[src/rtl/adder_operand_loader.sv]
// rtl/adder_operand_loader.sv - deserialises a chunk stream into an operand pair (a then b) for the wide adder
// Optional frame checking (in_last/frame_err) when LOADER_FRAME_CHECK_EN is defined.
module adder_operand_loader #(
  parameter int ADDER_WIDTH = 97,
  parameter int CHUNK_WIDTH = 32
) (
  input  logic                   clk,
  input  logic                   rst_n,
`ifdef LOADER_FRAME_CHECK_EN
  input  logic                   in_last,
  output logic                   frame_err,
`endif
  input  logic [CHUNK_WIDTH-1:0] in_data,
  input  logic                   in_valid,
  output logic                   in_ready,
  output logic [ADDER_WIDTH-1:0] a,
  output logic [ADDER_WIDTH-1:0] b,
  output logic                   out_valid,
  input  logic                   out_ready
);

  localparam int NCHUNK = (ADDER_WIDTH + CHUNK_WIDTH - 1) / CHUNK_WIDTH;
  localparam int CNT_W  = (NCHUNK > 1) ? $clog2(NCHUNK) : 1;
  localparam logic [CNT_W-1:0] LAST_CNT = CNT_W'(NCHUNK - 1);

  typedef enum logic [1:0] {
    LOAD_A  = 2'd0,
    LOAD_B  = 2'd1,
    PRESENT = 2'd2
  } state_t;

  state_t                 state_q, state_d;
  logic [CNT_W-1:0]       cnt_q, cnt_d;
  logic [ADDER_WIDTH-1:0] shadow_a_q, shadow_a_d;
  logic [ADDER_WIDTH-1:0] shadow_b_q, shadow_b_d;
  logic [ADDER_WIDTH-1:0] a_q, a_d;
  logic [ADDER_WIDTH-1:0] b_q, b_d;
  logic                   out_valid_q, out_valid_d;
  logic                   last_chunk;
  logic [ADDER_WIDTH-1:0] merged;
  logic [ADDER_WIDTH-1:0] chunk_mask;
  logic [ADDER_WIDTH-1:0] chunk_data;
  int                     shamt;
`ifdef LOADER_FRAME_CHECK_EN
  logic                   frame_err_q, frame_err_d;
`endif

  always_comb begin
    in_ready    = (state_q != PRESENT);
    last_chunk  = (cnt_q == LAST_CNT);
    // Shifting inside the operand width drops the excess high bits of the final chunk.
    shamt       = int'(cnt_q) * CHUNK_WIDTH;
    chunk_data  = ADDER_WIDTH'(in_data) << shamt;
    chunk_mask  = ADDER_WIDTH'({CHUNK_WIDTH{1'b1}}) << shamt;
    merged      = (((state_q == LOAD_B) ? shadow_b_q : shadow_a_q) & ~chunk_mask) | chunk_data;

    state_d     = state_q;
    cnt_d       = cnt_q;
    shadow_a_d  = shadow_a_q;
    shadow_b_d  = shadow_b_q;
    a_d         = a_q;
    b_d         = b_q;
    out_valid_d = out_valid_q;

    case (state_q)
      LOAD_A: begin
        if (in_valid) begin
          shadow_a_d = merged;
          cnt_d      = last_chunk ? '0 : cnt_q + CNT_W'(1);
          if (last_chunk) state_d = LOAD_B;
        end
      end
      LOAD_B: begin
        if (in_valid) begin
          shadow_b_d = merged;
          cnt_d      = last_chunk ? '0 : cnt_q + CNT_W'(1);
          if (last_chunk) begin
            a_d         = shadow_a_q;
            b_d         = merged;
            out_valid_d = 1'b1;
            state_d     = PRESENT;
          end
        end
      end
      PRESENT: begin
        if (out_ready) begin
          out_valid_d = 1'b0;
          state_d     = LOAD_A;
        end
      end
      default: state_d = LOAD_A;
    endcase
  end

`ifdef LOADER_FRAME_CHECK_EN
  // in_last is only legal on the final chunk of operand b; any mismatch latches an error.
  always_comb begin
    frame_err_d = frame_err_q;
    if (in_valid && in_ready &&
        (in_last != ((state_q == LOAD_B) && last_chunk))) begin
      frame_err_d = 1'b1;
    end
  end

  always_ff @(posedge clk or negedge rst_n) begin
    if (!rst_n) frame_err_q <= 1'b0;
    else        frame_err_q <= frame_err_d;
  end

  assign frame_err = frame_err_q;
`else
`endif

  always_ff @(posedge clk or negedge rst_n) begin
    if (!rst_n) begin
      state_q     <= LOAD_A;
      cnt_q       <= '0;
      shadow_a_q  <= '0;
      shadow_b_q  <= '0;
      a_q         <= '0;
      b_q         <= '0;
      out_valid_q <= 1'b0;
    end else begin
      state_q     <= state_d;
      cnt_q       <= cnt_d;
      shadow_a_q  <= shadow_a_d;
      shadow_b_q  <= shadow_b_d;
      a_q         <= a_d;
      b_q         <= b_d;
      out_valid_q <= out_valid_d;
    end
  end

  assign a         = a_q;
  assign b         = b_q;
  assign out_valid = out_valid_q;

endmodule
[config.mk]
export PLATFORM = sky130hd
export DESIGN_NAME = adder_operand_loader
export DESIGN_NICKNAME = d
export VERILOG_FILES = /design/src/rtl/adder_operand_loader.sv
export SDC_FILE = /design/constraint.sdc
export NUM_CORES = 1
export LEC_CHECK = 0
export ABC_AREA = 0
export CORE_MARGIN = 8
export CORE_UTILIZATION = 55
export CTS_BUF_LIST = sky130_fd_sc_hd__clkbuf_8
export DETAILED_ROUTE_END_ITERATION = 8
export PLACE_DENSITY_LB_ADDON = 0.08
export SLEW_MARGIN = 20
export SYNTH_ARGS = -nofsm -noshare
export SYNTH_HDL_FRONTEND = slang
export SYNTH_SLANG_ARGS = --single-unit
export TNS_END_PERCENT = 100
[constraint.sdc]
create_clock -name clk -period 3.8 [get_ports clk]
set_clock_uncertainty 0.2 [all_clocks]
set_input_delay 0.57 -clock clk [delete_from_list [all_inputs] [get_ports clk]]
set_output_delay 0.57 -clock clk [all_outputs]
set_load 0.02 [all_outputs]
**After elaboration in Yosys (flattened, before gate mapping)**

Cells that the tools add are included.

- Register bits: 393
- Input port bits: 36
- Output and inout bits: 196
- Logic and storage cells: 43

- Add/subtract/negate cells: 1
- Equality and inequality tests: 9
- Shift-type cells: 2
- Multiplexer cells: 12
- Bitwise logic cells: 3
- Reduce and logical (&&, ||, !) cells: 9

Operator list:

| kind | count |
|---|---|
| 97-bit AND | 1 |
| 97-bit two-way mux | 1 |
| 97-bit NOT | 1 |
| 97-bit bitwise OR | 1 |
| 32-bit by 7-bit << shifter with 97-bit output | 1 |
| 32-bit by 7-bit << shifter with 97-bit output (first input constant) | 1 |
| 2-bit two-way mux | 6 |
| 2-bit != test (second input constant) | 6 |
| 2-bit case mux with 3 select lines | 1 |
| 2-bit AND reduction | 3 |
| 5-bit AND reduction | 1 |
| 2-bit == test (second input constant) | 2 |
| 4-bit AND reduction | 1 |
| 1-bit two-way mux | 3 |
| 3-bit AND reduction | 1 |
| 2-bit by 1-bit adder with 2-bit output (second input constant) | 1 |
| 2-bit by 1-bit == test with 1-bit output (second input constant) | 1 |
| 2-bit zero test | 1 |
| 1-bit case mux with 2 select lines | 1 |
| 2-bit nonzero test | 1 |
| 2-bit OR reduction | 1 |

**Longest topological paths before layout**

Gate-level depths: netlist of run 1.

- Depth after elaboration: 4
- Gate-level depth with buffers: 7
- Gate-level depth less buffers: 5

**Worst setup path after synthesis of run 1**

OpenSTA, ideal clock, no wires.

- Path type: reg2reg
- Start: reg cnt_q[0]
- End: reg shadow_b_q[86]
- Data arrival time: 1.617 ns
- Setup slack: 1.862 ns
- Stages on the path, launching flop included: 7
- Path buffers: 2
- Cell sequence: dfrtp_1 > inv_1 > ha_1 > clkbuf_1 > nand3_1 > clkbuf_1 > a22o_1

- Longest elaborated chain between the ends: 4
- Elaborated cells on any way between the ends: 5

Ends and longest elaborated chain:

| what | line | source |
|---|---|---|
| start: declaration | 33 | `logic [CNT_W-1:0] cnt_q, cnt_d;` |
| start signal: assignment | 125 | `cnt_q <= cnt_d;` |
| 32-bit by 7-bit << shifter with 97-bit output | 54 | `chunk_mask = ADDER_WIDTH'({CHUNK_WIDTH{1'b1}}) << shamt;` |
| 97-bit NOT | 55 | `merged = (((state_q == LOAD_B) ? shadow_b_q : shadow_a_q) & ~chunk_mask) \| chunk_data;` |
| 97-bit AND | 55 |  |
| 97-bit bitwise OR * | 55 |  |
| end signal: assignment | 127 | `shadow_b_q <= shadow_b_d;` |
| end: declaration | 35 | `logic [ADDER_WIDTH-1:0] shadow_b_q, shadow_b_d;` |

Every way passes the cells marked *; elsewhere a longest branch is shown, timed or not.
A chain may end at the register's enable or synchronous reset.

**Worst setup path in the final report of run 1**

- Start: reg state_q[0]
- End: out in_ready

- Longest elaborated chain between the ends: 1

Ends and longest elaborated chain:

| what | line | source |
|---|---|---|
| start: declaration | 32 | `state_t state_q, state_d;` |
| start signal: assignment | 124 | `state_q <= state_d;` |
| 2-bit != test | 49 | `in_ready = (state_q != PRESENT);` |
| end: declaration | 15 | `output logic in_ready,` |

Every way passes these cells.

==> results.yml, run 1 <==
sta:
  max-slew-margin-rel_pct: 49.8
  drv_slew: 0
  fmax_mhz: 325
  fin_crit_sh_pct: 81.1
  tightest_slew_ns: 0.753
  setup_tns_ns: 0
  grt_setup_unrepaired: "false"
  period_needed_ns: 3.08
  finalSetupViolations: 0
  hold_viol_final: 0
synthesis:
  ys_seq_area_share_pct: 58.6
  syn_inst: 1643
  synthArstFlopShare_pct: 100
  syn-num-nets: 1683
  yosysWarnings: 0
  ys_types: 27
  synth_top_area_share_pct: 58.6
  ys_seq_elements: 392
  syn_avg_cell_area_um2: 10.2
  syn_area_mm2: 0.0167
  yosysTopAreaCell: "dfrtp_1"
  synth_edf_count: 0
  netlist_top_cells_area: "dfrtp_1 59%, a31oi_1 11%, nand2_1 8.8%"
  synthFlopType: "dfrtp_1"
global_route:
  use_met2_pct: 43.0
  grt_pass1_wl_um: 80300
  use_met1_pct: 37.7
  grt_max_degree: 106
  grt.busiest_layer: "met2"
  grt_use_met3_pct: 6.02
  grt_pass1_vias: 14000
  grt.total_usage_pct: 28.1
  antenna_found_initial: 1
  grt_overflow_total: 0
power:
  p_leak_nw: 9.12
  swShare_pct: 40.7
  power_mw: 20.4
  vdd.ir_drop.worst_mv: 0.450
  power_frac_seq_pct: 37.7
  pwr-share-clk_pct: 17.7
  p_comb_share_pct: 44.6
  p_sw_mw: 8.28
  powerDensity_mw_per_mm2: 995
  p_int_mw: 12.1
critical_path:
  critPathArrivalTime_ns: 2.31
  startpoint_type: "flop"
  cp.required_ns: 3.03
  cp-end-kind: "output pin"
  crit_fanout: 40
  crit_type: "reg -> out"
cts:
  cts_buffers: 66
  root_buffer: "clkbuf_8"
  cts_sinks: 392
  insertion_delay_ns: 0.58
  clock_path_buffers: 3
  cts_tree: "built"
  htree_levels: 3
  clk_pin_slew_worst_paths_ns: 0.06
status:
  status: "finished clean"
floorplan:
  die_w_um: 190
  start_util_pct: 55.3
  rows: 64
  coreArea_mm2: 0.0303
  dieArea_mm2: 0.0363
  fp.dieH_um: 190
  ios: 232
route:
  avgRoutedWirePerCell_um: 22.8
  ant_nets: 0
  viasPerCell: 6.16
  wl_um: 51700
  remaining_drc_errors: 0
  first_iter_violations: 1165
  num_vias: 14000
  dr.pass1.iters: 8
layout:
  mostFrequentLayoutCell: "nand2_1"
  drive_above_1_share_pct: 9.41
  fillCellCount: 2377
  layout_common_cells: "391 x nand2_1, 390 x dfrtp_1, 289 x a31oi_1"
  fin_nets: 1867
  area_growth_pct: 22.3
place:
  gp_congestion: 0.819
  dpl.hpwl_um: 32100
  port_buffers: 231
flow_run:
  cap_violations: 0
min_path:
  hold_path_class: "reg -> reg"
[metal layers]
| layer | vias up | wire, µm | share of wire, % |
|---|---|---|---|
| li1 | 6229 | - | - |
| met1 | 6990 | 21600 | 42 |
| met2 | 627 | 23600 | 46 |
| met3 | 114 | 4350 | 8.4 |
| met4 | 0 | 2200 | 4.3 |
| met5 | - | 0 | 0 |
[stage by stage]
stage | hold WS [ns] | instances | area [µm²] | utilization (%) | setup slack (ns)
after floorplan | 0.0744 | 1643 | 16700 | - | 1.86
after global placement | 0.251 | 2154 | 19200 | 63.4 | 1.04
after detailed placement | 0.261 | 2154 | 19200 | 63.4 | 0.949
after CTS | 0.277 | 2266 | 20500 | 67.6 | 0.709
after global routing | 0.295 | 2267 | 20500 | 67.6 | 0.653
final | 0.268 | 2267 | 20500 | 67.6 | 0.719
[critical path: stages (launching register included)]
cell and delay (ns):
dfrtp_2 0.84, nand2b_1 0.24, clkdlybuf4s50_1 0.63
[power groups by stage]
stage               Sequential, mW  Clock [mW]  Combinational (mW)
finish                        7.69        3.60                9.09
global route                  7.91        3.85                9.82
CTS                           7.66        3.65                9.10
detailed placement            7.69           0                9.06
global placement              7.63           0                8.80
floorplan                     8.45           0                4.51
[registers in the layout (all words and copies together) (netlist names)]
register / cells
out_valid: 1
a: 97
state_q: 2
shadow_b_q: 96
cnt_q: 2
shadow_a_q: 97
b: 97
[cell type report]
class | instances | area, µm² | area share [%]
clock buffer | 82 | 1130 | 5.51
tap | 396 | 495 | 2.42
inverter | 8 | 30.0 | 0.147
sequential | 392 | 9810 | 47.9
antenna | 1 | 2.50 | 0.0122
multi-input combinational | 1094 | 6170 | 30.1
timing repair buffer | 265 | 2700 | 13.2
clock inverter | 29 | 126 | 0.617
[repair_timing]
action	CTS	global route
hold endpoints to repair	79	0
gates resized for setup	0	0
buffers inserted	0	0
hold buffers	1	0
[cells by family after synthesis]
logic type      after synthesis  share of synthesized area (%)
buf+inv                     157                           4.67
simple gates                698                           20.3
mux                           1                         0.0673
flops                       392                           58.6
compound gates              390                           16.0
fa+ha+maj                     4                          0.299
xor+xnor                      1                         0.0523
[path summary, 6_finish.rpt]
kind | from | end | slack (ns) | cells past startpoint
max | state_q[0]$_DFFE_PN0P_ | in_ready | 0.72 | 2
min | a[10]$_DFFE_PN0P_ | a[10]$_DFFE_PN0P_ | 0.27 | 2
max reg2reg | cnt_q[0]$_DFFE_PN0P_ | shadow_b_q[91]$_DFFE_PN0P_ | 1.08 | 5
min reg2reg | a[10]$_DFFE_PN0P_ | a[10]$_DFFE_PN0P_ | 0.27 | 2
max in group asynchronous | rst_n | a[22]$_DFFE_PN0P_ | 2.10 | 3
min in group asynchronous | rst_n | a[81]$_DFFE_PN0P_ | 0.42 | 2
[cell usage after synthesis (2+ instances only)]
cell type,count
a22o_1,96
a31oi_1,289
and3_1,3
and4bb_1,8
and4bb_2,42
buf_1,2
buf_2,67
buf_4,13
buf_6,8
clkbuf_1,59
dfrtp_1,392
ha_1,4
inv_1,8
nand2_1,391
nand2b_1,2
nand3_1,4
nor2_1,195
nor2b_1,3
nor4bb_1,46
o21ai_0,4
(Power assumes the default switching activity.)
==> inputs of run 2 (changes only) <==
--- a/config.mk
+++ b/config.mk
@@ -7,7 +7,7 @@
 export LEC_CHECK = 0
 export ABC_AREA = 0
 export CORE_MARGIN = 8
-export CORE_UTILIZATION = 55
+export CORE_UTILIZATION = 51
 export CTS_BUF_LIST = sky130_fd_sc_hd__clkbuf_8
 export DETAILED_ROUTE_END_ITERATION = 8
 export PLACE_DENSITY_LB_ADDON = 0.08
==> constraint.sdc (replaced) <==
create_clock -name clk -period 2.7 [get_ports clk]
set_clock_uncertainty 0.2 [all_clocks]
set_input_delay 0.405 -clock clk [delete_from_list [all_inputs] [get_ports clk]]
set_output_delay 0.405 -clock clk [all_outputs]
set_load 0.02 [all_outputs]
==> results.yml, run 2 (synthesis results as in run 1) <==
route:
  wl_um: 51800
  dr.pass1.iters: 6
  first_iter_violations: 1329
  avgRoutedWirePerCell_um: 22.2
  ant_nets: 0
  viasPerCell: 5.98
  num_vias: 13900
  remaining_drc_errors: 0
layout:
  fin_nets: 1883
  layout_common_cells: "391 x nand2_1, 390 x dfrtp_1, 289 x a31oi_1"
  drive_above_1_share_pct: 10.2
  diodes: 0
  mostFrequentLayoutCell: "nand2_1"
  design_area_mm2: 0.0208
  fin_util_pct: 64.1
  area_growth_pct: 24.2
  fillCellCount: 2645
cts:
  cts_tree: "built"
  cts_buffers: 66
  clock_path_buffers: 3
  htree_levels: 3
  cts_resized: 0
  root_buffer: "clkbuf_8"
  insertion_delay_ns: 0.58
  clk_pin_slew_worst_paths_ns: 0.06
  cts_sinks: 392
power:
  vdd.ir_drop.worst_mv: 0.720
  p_leak_nw: 9.26
  powerDensity_mw_per_mm2: 1390
global_route:
  grt_pass1_wl_um: 81300
  grt_pass1_vias: 14100
  grt_overflow_total: 0
  grt_max_degree: 112
  grt.total_usage_pct: 26.5
  antenna_found_initial: 0
sta:
  fin_crit_sh_pct: 97.2
  tightest_slew_ns: 0.858
  fmax_mhz: 381
  max-slew-margin-rel_pct: 42.6
  grt_setup_unrepaired: "false"
  hold_viol_final: 0
  finalSetupViolations: 0
  drv_slew: 0
  period_needed_ns: 2.62
  setup_tns_ns: 0
critical_path:
  cp.required_ns: 2.10
  critPathArrivalTime_ns: 2.02
  crit_type: "reg -> out"
  startpoint_type: "flop"
  r2r_cells: 7
  r2r_setup_slack_ns: 0.47
  cp-end-kind: "output pin"
  crit_fanout: 19
  reg2reg_to: "b[26]$_DFFE_PN0P_"
  reg2reg_from: "cnt_q[0]$_DFFE_PN0P_"
floorplan:
  fp.dieH_um: 197
  ios: 232
  coreArea_mm2: 0.0325
  start_util_pct: 51.6
  dieArea_mm2: 0.0389
  die_w_um: 197
  rows: 66
place:
  gp_congestion: 0.836
  placed_area_mm2: 0.0195
  port_buffers: 231
  dpl.hpwl_um: 32400
min_path:
  hold_path_class: "in -> async"
status:
  status: "finished clean"
flow_run:
  cap_violations: 0
## run 2: cell count changes in the layout (fill, tap and decap cells not counted)
cell	change
clkinv_2	-1
buf_8	+1
buf_4	+6
inv_6	+3
diode_2	-1
inv_2	-2
dfrtp_2	-1
inv_1	+2
dfrtp_4	+1
buf_12	+8
clkinvlp_4	-2
buf_6	+1
clkbuf_8	+2
## run 2: per-stage QoR
step	worst slack (ns)	hold slack [ns]	std cells	power, mW
floorplan	0.762	-0.0906	1643	18.2
global placement	0.352	0.185	2214	23.4
detailed placement	0.243	0.194	2214	23.7
CTS	0.0337	0.168	2330	29.0
global route	0.0114	0.200	2330	30.7
finish	0.0762	0.164	2330	28.9
## run 2: power breakdown
group	internal [mW]	total (mW)	switching, mW	leakage, nW
Clock	2.79	5.15	2.36	0.744
Sequential	8.74	10.8	2.04	4.71
Combinational	5.75	13.0	7.23	3.80
Total	17.3	28.9	11.6	9.26
## run 2: critical path, cell delays in order, from the launching register on
cell and delay, ns:
dfrtp_4 0.63, nand2b_1 0.21, clkdlybuf4s50_1 0.62
## run 2: per-layer routing
metal	routed length [µm]	global-route usage, %
met5	0	0
met4	1970	11.9
met3	3690	5.32
met2	23400	40.1
met1	22700	36.6
## run 2: what timing repair did
| action | in CTS | in global routing |
|---|---|---|
| endpoints found under the setup margin | 1 | 0 |
| endpoints found under the hold margin | 67 | 0 |
| setup buffers | 2 | 0 |
| hold buffers | 1 | 0 |
## run 2: final cells by class
cell class,instances,area (µm²),area share [%]
tap,442,553,2.66
sequential,392,9820,47.2
inverter,8,30.0,0.144
timing repair buffer,281,2930,14.1
clock inverter,29,133,0.638
multi-input combinational,1094,6170,29.7
clock buffer,84,1160,5.56
## run 2: worst max-delay path by stage
stage / startpoint / end
after floorplan: cnt_q[0]$_DFFE_PN0P_ / shadow_b_q[86]$_DFFE_PN0P_
after global routing: state_q[0]$_DFFE_PN0P_ / in_ready
after detailed placement: in_valid / b[41]$_DFFE_PN0P_
after global placement: in_valid / b[31]$_DFFE_PN0P_
after CTS: state_q[0]$_DFFE_PN0P_ / in_ready
final: state_q[0]$_DFFE_PN0P_ / in_ready
